<file path="src/rtl/uart_mmio_ctrl.sv">
// Memory-mapped bridge between the CPU memory stage and the uart: status,
// RX/TX byte FIFOs and cycle/instruction counters in a 256-byte I/O window.
module uart_mmio_ctrl #(
  parameter logic [31:0] IO_BASE  = 32'h8000_0000,
  parameter int          RX_DEPTH = 8,
  parameter int          TX_DEPTH = 8
) (
  input  logic        clk,
  input  logic        rst_n,
  input  logic [31:0] addr,
  input  logic [31:0] wdata,
  input  logic        we,
  input  logic        re,
  output logic        io_sel,
  output logic [31:0] rdata,
  input  logic        inst_retired,
  output logic [7:0]  uart_tx_data,
  output logic        uart_tx_valid,
  input  logic        uart_tx_ready,
  input  logic [7:0]  uart_rx_data,
  input  logic        uart_rx_valid,
  output logic        uart_rx_ready
);

  localparam int RX_AW = $clog2(RX_DEPTH);
  localparam int TX_AW = $clog2(TX_DEPTH);
  localparam logic [RX_AW:0] RX_ONE = 1;
  localparam logic [TX_AW:0] TX_ONE = 1;

  localparam logic [7:0] OFF_STATUS = 8'h00;
  localparam logic [7:0] OFF_RXDATA = 8'h04;
  localparam logic [7:0] OFF_TXDATA = 8'h08;
  localparam logic [7:0] OFF_CYCLE  = 8'h10;
  localparam logic [7:0] OFF_INST   = 8'h14;
  localparam logic [7:0] OFF_CNTCLR = 8'h18;

  // Handshake: a byte moves on a uart port only in a cycle where valid and
  // ready are both high at the clock edge; valid never depends on ready.

  logic [7:0]     rx_mem_q [RX_DEPTH];
  logic [7:0]     rx_mem_d [RX_DEPTH];
  logic [RX_AW:0] rx_wptr_q, rx_wptr_d, rx_rptr_q, rx_rptr_d;
  logic [7:0]     tx_mem_q [TX_DEPTH];
  logic [7:0]     tx_mem_d [TX_DEPTH];
  logic [TX_AW:0] tx_wptr_q, tx_wptr_d, tx_rptr_q, tx_rptr_d;
  logic [31:0]    rdata_q, rdata_d;
  logic [31:0]    cycle_q, cycle_d, inst_q, inst_d;
  logic           rx_overrun_q, rx_overrun_d, tx_overflow_q, tx_overflow_d;

  logic [7:0]  off;
  logic        ld, st;
  logic        rx_empty, rx_full, tx_empty, tx_full;
  logic        rx_push, rx_pop, tx_push, tx_pop, tx_drop, cnt_clr, flag_clr;
  logic [31:0] rd_val;
  logic        unused_wdata;

  assign unused_wdata = ^wdata[31:8];

  assign io_sel = (addr[31:8] == IO_BASE[31:8]);
  assign off    = addr[7:0];
  assign ld     = re && io_sel;
  assign st     = we && io_sel;

  // Pointers carry one extra wrap bit so full and empty are distinguishable.
  assign rx_empty = (rx_wptr_q == rx_rptr_q);
  assign rx_full  = (rx_wptr_q[RX_AW] != rx_rptr_q[RX_AW]) &&
                    (rx_wptr_q[RX_AW-1:0] == rx_rptr_q[RX_AW-1:0]);
  assign tx_empty = (tx_wptr_q == tx_rptr_q);
  assign tx_full  = (tx_wptr_q[TX_AW] != tx_rptr_q[TX_AW]) &&
                    (tx_wptr_q[TX_AW-1:0] == tx_rptr_q[TX_AW-1:0]);

  assign uart_rx_ready = !rx_full;
  assign uart_tx_valid = !tx_empty;
  assign uart_tx_data  = tx_mem_q[tx_rptr_q[TX_AW-1:0]];
  assign rdata         = rdata_q;

  assign rx_push  = uart_rx_valid && !rx_full;
  assign rx_pop   = ld && (off == OFF_RXDATA) && !rx_empty;
  assign tx_pop   = !tx_empty && uart_tx_ready;
  assign tx_push  = st && (off == OFF_TXDATA) && !tx_full;
  assign tx_drop  = st && (off == OFF_TXDATA) && tx_full;
  assign cnt_clr  = st && (off == OFF_CNTCLR);
  assign flag_clr = st && (off == OFF_STATUS);

  always_comb begin
    rd_val = 32'd0;
    case (off)
      OFF_STATUS: rd_val = {28'd0, tx_overflow_q, rx_overrun_q, !rx_empty, !tx_full};
      OFF_RXDATA: if (!rx_empty) rd_val = {24'd0, rx_mem_q[rx_rptr_q[RX_AW-1:0]]};
      OFF_CYCLE:  rd_val = cycle_q;
      OFF_INST:   rd_val = inst_q;
      default:    rd_val = 32'd0;
    endcase
  end

  always_comb begin
    rx_mem_d  = rx_mem_q;
    rx_wptr_d = rx_wptr_q;
    rx_rptr_d = rx_rptr_q;
    tx_mem_d  = tx_mem_q;
    tx_wptr_d = tx_wptr_q;
    tx_rptr_d = tx_rptr_q;
    rdata_d   = rdata_q;
    cycle_d   = cycle_q + 32'd1;
    inst_d    = inst_q + {31'd0, inst_retired};

    if (rx_push) begin
      rx_mem_d[rx_wptr_q[RX_AW-1:0]] = uart_rx_data;
      rx_wptr_d = rx_wptr_q + RX_ONE;
    end
    if (rx_pop) rx_rptr_d = rx_rptr_q + RX_ONE;

    if (tx_push) begin
      tx_mem_d[tx_wptr_q[TX_AW-1:0]] = wdata[7:0];
      tx_wptr_d = tx_wptr_q + TX_ONE;
    end
    if (tx_pop) tx_rptr_d = tx_rptr_q + TX_ONE;

    if (ld) rdata_d = rd_val;

    // Counter clear takes priority over a same-cycle increment.
    if (cnt_clr) begin
      cycle_d = 32'd0;
      inst_d  = 32'd0;
    end

    // A new event in the same cycle as a clear leaves the flag set.
    rx_overrun_d  = (rx_overrun_q && !flag_clr) || (uart_rx_valid && rx_full);
    tx_overflow_d = (tx_overflow_q && !flag_clr) || tx_drop;
  end

  always_ff @(posedge clk) begin
    rx_mem_q <= rx_mem_d;
    tx_mem_q <= tx_mem_d;
  end

  always_ff @(posedge clk or negedge rst_n) begin
    if (!rst_n) begin
      rx_wptr_q     <= '0;
      rx_rptr_q     <= '0;
      tx_wptr_q     <= '0;
      tx_rptr_q     <= '0;
      rdata_q       <= 32'd0;
      cycle_q       <= 32'd0;
      inst_q        <= 32'd0;
      rx_overrun_q  <= 1'b0;
      tx_overflow_q <= 1'b0;
    end else begin
      rx_wptr_q     <= rx_wptr_d;
      rx_rptr_q     <= rx_rptr_d;
      tx_wptr_q     <= tx_wptr_d;
      tx_rptr_q     <= tx_rptr_d;
      rdata_q       <= rdata_d;
      cycle_q       <= cycle_d;
      inst_q        <= inst_d;
      rx_overrun_q  <= rx_overrun_d;
      tx_overflow_q <= tx_overflow_d;
    end
  end

endmodule

</file>
<file path="config.mk">
export PLATFORM = sky130hd
export DESIGN_NAME = uart_mmio_ctrl
export DESIGN_NICKNAME = d
export VERILOG_FILES = /design/src/rtl/uart_mmio_ctrl.sv
export SDC_FILE = /design/constraint.sdc
export NUM_CORES = 1
export LEC_CHECK = 0
export CORE_UTILIZATION = 25
export DETAILED_ROUTE_END_ITERATION = 7
export GPL_ROUTABILITY_DRIVEN = 1
export HOLD_SLACK_MARGIN = 0.02
export PLACE_DENSITY = 0.38
export SLEW_MARGIN = 20
export SYNTH_ARGS = -nofsm -noshare
export SYNTH_HDL_FRONTEND = slang
export SYNTH_SLANG_ARGS = --single-unit
</file>
<file path="constraint.sdc">
create_clock -name clk -period 7.9 [get_ports clk]
set_input_delay 1.975 -clock clk [delete_from_list [all_inputs] [get_ports clk]]
set_output_delay 1.975 -clock clk [all_outputs]
set_load 0.1 [all_outputs]
</file>
After elaboration in Yosys (flattened, before gate mapping):

Cells that the tools add are included.
Widths: inputs -> output; s select.

* ROM bits: 0
* input port bits: 79
* memories: 0
* bits in writable memories: 0
* output and inout bits: 43
* flip-flop bits (word level): 242
* word-level logic and storage cells: 95
* latch bits: 0

* multipliers: 0
* magnitude comparators: 6
* reduce and logical (&&, ||, !) cells: 26
* mux-type cells: 16
* div/mod/pow operators: 0
* $add $sub $neg: 6
* shift-type cells: 0
* bitwise operators: 4
* equal/unequal tests: 12

Operators with widths (count)
* $bwmux 64: 2
* $pmux 32 s4: 1
* $mux 32: 2
* $mux 8: 7
* $bmux 8 s3: 2
* $demux 8 s3: 2
* $add 32x1->32: 1
* $add 32x1->32 const B: 1
* $eq 24x24->1 const B: 1
* $eq 8x5->1 const B: 3
* $logic_and 1x1->1: 18
* $add 4x1->4 const B: 4
* $ge 4x4->1 const B: 4
* $not 3->4: 4
* $eq 4x4->1: 2
* $eq 8x3->1 const B: 1
* $eq 8x4->1 const B: 1
* $logic_not 8->1: 1
* $lt 4x1->1 const B: 2
* $eq 3x3->1: 2
* $logic_not 1->1: 5
* $logic_or 1x1->1: 2
* $ne 1x1->1: 2

Longest topological paths before layout:

* word-level depth: 6
* mapped depth: 7
* depth with buffers taken out: 7

Worst setup path after synthesis:

No wires, ideal clock.

* path kind: input port to output port
* from: input addr[9]
* to: output io_sel
* buffers on the path: 0
* stages on the path: 3
* required time: 5925 ps
* arrival: 3772 ps
* setup slack: 2153 ps
* cells stage by stage: nor4b_1 > nand4_1 > nor2_1

* word-level cells in the longest chain between the ends: 1

RTL lines
* start: declaration: RTL line 10 `input logic [31:0] addr,`
* $eq 24x24->1: RTL line 59 `assign io_sel = (addr[31:8] == IO_BASE[31:8]);`
* end: declaration: RTL line 14 `output logic io_sel,`

Every way passes these cells.

Worst setup path in the final report:

Same ends and word-level chain as after synthesis.

==> qor.csv <==
stage,metric,value,unit
route,Via Count,6451,
synthesis,Synth Area per Inst,13.7,sq um
sta,fmax,182,MHz
synthesis,post-synthesis cell count,779,
place,Routability Congestion,0.697,
critical_path,crit path cell chain,clkdlybuf4s50_1 > nor4b_1 > buf_4 > nand4_1 > nor2_1 > buf_4,
route,Iter 0 DRT Violations,241,
critical_path,Crit Reg-Reg Endpoint,tx_mem_q[9],
synthesis,top_reg_cell synth,edfxtp_1,
clocking,clock sinks,242,
finish,most frequent cells in the layout,"edfxtp_1, dfrtp_1, clkdlybuf4s50_1",
critical_path,critical path type,in2out,
die,Rows,75,
sta,Setup TNS,0,ns
pwr,Overall Power,3.11,mW
sta,Slew headroom,32.3,%
sta,Tmin final,5.49,ns
flow_run,Max Cap Viol,0,
finish,Area Overhead vs Synth,23.8,%
clocking,post-cts sizing count,0,
pwr,P_leak,4.85,nW
pwr,Pwr Density,234,nW/um^2
place,Port Buf Inserts,97,
global_route,first-pass GRT wire length,40700,um
clocking,CTS max path bufs,3,
sta,Slew Limit Fails,0,
finish,fill cell count,4186,
critical_path,startpoint types,input pin,
global_route,largest net degree at the start of global routing,71,
die,die height,209,um
finish,Final nets,971,
synthesis,Syn Nets,865,
route,# DRC,0,
finish,Multi-input gate area,3860,sq um
route,Post-Route WL,26000,um
route,vias per inst,4.46,
synthesis,Yosys cell types,53,
route,ANT nets after route,0,
synthesis,number of synthesized flops with an enable pin,128,
global_route,gr usage total,12.1,%
status,outcome,"complete, no violations",
critical_path,FF-to-FF Start,tx_rptr_q[1],
finish,Reg area,6700,sq um
die,die area,43700,sq um
route,DRT Pass-1 Iters,6,
clocking,CTS tree,done,
clocking,Clock Latency Late Sink,0.56,ns
sta,worst slew pin tran,1.01,ns
global_route,initial antenna violation count,1,
worst_hold_path,Hold EP,rdata[28],
synthesis,Mapped Area,10700,sq um
synthesis,register bit total from synthesis,242,
die,initial core utilization,25.4,%
sta,setup violators final,0,
clocking,CTS buffer count,30,
synthesis,Yosys warning count,0,
critical_path,"CP delay by family, top",buffers and inverters,
clocking,# Post-CTS Setup Buffers,0,
critical_path,CP max stage delay,0.40,ns
global_route,global route overflow,0,
finish,layout cells sized above 1,15.3,%
critical_path,CP required,5.93,ns
die,chip width,209,um
critical_path,Setup crit end kind,output pin,
critical_path,CP Max Fanout,3,
pwr,worst vdd rail ir drop,0.139,mV
clocking,Root Driver,clkbuf_16,
critical_path,R2R depth,4,
route,drt wl/cell,18.0,um
finish,"most common cell after layout, fill and taps aside",edfxtp_1,
worst_hold_path,hold path cells,2,
sta,final period utilization,69.4,%
clocking,cts hold-fix bufs,0,
critical_path,CP dominant cell by count,buf_4,
critical_path,CP max stage cell,clkdlybuf4s50_1,
sta,Fin. Hold Viols,0,
clocking,Worst-path clk slew,0.05,ns
synthesis,sequential share of the synthesized area,62.5,%
die,I/O pins,122,
clocking,H-Tree Depth,1,
worst_hold_path,hold crit path type,reg2reg,
critical_path,crit path buf inv count,3,
place,Post-DP HPWL,16600,um
sta,setup repair after global routing missed its margin,false,
critical_path,R2R setup slack,4.99,ns
finish,ANT cells,0,
worst_hold_path,HP Start,rdata[28],
sta,Worst Skew,0.0115,ns
synthesis,Async SR Flop Fraction,47.1,%
global_route,number of global-route vias before repair,6779,
die,Core ar.,42100,sq um
critical_path,data arrival time of the worst path,3.51,ns
critical_path,Crit. Startpoint,addr[9],
==> area by class of cell <==
| type | count | area share, % |
|---|---|---|
| repair buffers | 113 | 8.16 |
| clock inverters | 17 | 0.793 |
| inverters | 9 | 0.255 |
| well taps | 539 | 5.09 |
| flip-flops and latches | 242 | 50.5 |
| multi-input cells | 489 | 29.1 |
| clock buffers | 38 | 6.05 |
==> worst register-to-register path: stages (launching register included) <==
cell and delay, ns:
dfrtp_1 0.95, xnor2_1 0.21, nand4_1 0.27, nand3_2 0.27, nor3_2 0.82
==> state kept, by name (all words and copies together) (netlist names) <==
| register | flops |
|---|---|
| inst_q | 32 |
| rx_mem_q | 64 |
| rx_rptr_q | 4 |
| rdata | 32 |
| cycle_q | 32 |
| rx_wptr_q | 4 |
| tx_wptr_q | 4 |
| tx_overflow_q | 1 |
| rx_overrun_q | 1 |
| tx_mem_q | 64 |
| tx_rptr_q | 4 |
==> power by group <==
group | switching [mW] | internal, mW | total (mW)
clock | 0.529 | 0.743 | 1.27
sequential | 0.0588 | 1.42 | 1.48
combinational | 0.213 | 0.144 | 0.357
==> worst max-delay path by stage <==
stage	cells past startpoint	to	slack, ns
finish	6	io_sel	2.41
global route	5	io_sel	2.27
CTS	6	io_sel	2.37
detailed placement	6	io_sel	2.40
global placement	6	io_sel	2.35
floorplan	3	io_sel	2.15
==> per-layer routing <==
metal  routed length, um  GRT usage, %  up-vias
li1                    -             -     3103
met1               12100          16.2     3228
met2               12400          19.8       82
met3                 996          2.43       36
met4                 498          3.14        2
met5                   8             0        -
==> metrics by stage <==
step	hold WS [ns]	area [sq um]	setup slack [ns]	util, %	instances
detailed placement	0.465	12300	2.40	29.3	1392
global route	0.505	13300	2.27	31.5	1447
floorplan	0.460	10700	2.15	-	779
global placement	0.464	12300	2.35	29.3	1392
CTS	0.478	13200	2.37	31.4	1447
finish	0.470	13300	2.41	31.5	1447
==> cell families (layout without fill, tap and decap cells) <==
logic type | Yosys count | after routing | share of synthesized area, %
buffers and inverters | 48 | 177 | 1.99
AOI/OAI and AO/OA | 44 | 44 | 2.94
muxes | 84 | 84 | 11.8
and+or+nand+nor | 277 | 277 | 13.6
DFF | 242 | 242 | 62.5
xor gates and xnor gates | 77 | 77 | 6.30
adders and majority gates | 7 | 7 | 0.818
==> synth_stat cells (3+ instances only) <==
master    instances  area (sq um)
a21oi_1           6          30.0
and3_1            9          56.3
and4_1            3          26.3
buf_1             3          11.3
buf_2            17          85.1
clkbuf_1         17          63.8
dfrtp_1         114          2850
edfxtp_1        128          3840
ha_1              7          87.6
inv_1             9          33.8
mux2_2           17           191
mux2i_1          35           350
mux4_2           32           721
nand2_1          60           225
nand3_1          31           155
nand4_1          24           150
nor2_1           81           304
nor2b_1           6          37.5
nor3_1           15          75.1
nor4_1           11          68.8
nor4b_1           4          35.0
o211ai_1          4          30.0
o21ai_0           3          15.0
o31ai_1          24           180
or3_1             5          31.3
xnor2_1          39           342
xor2_1           38           333
Note: power is estimated with default switching activity, not from simulation.
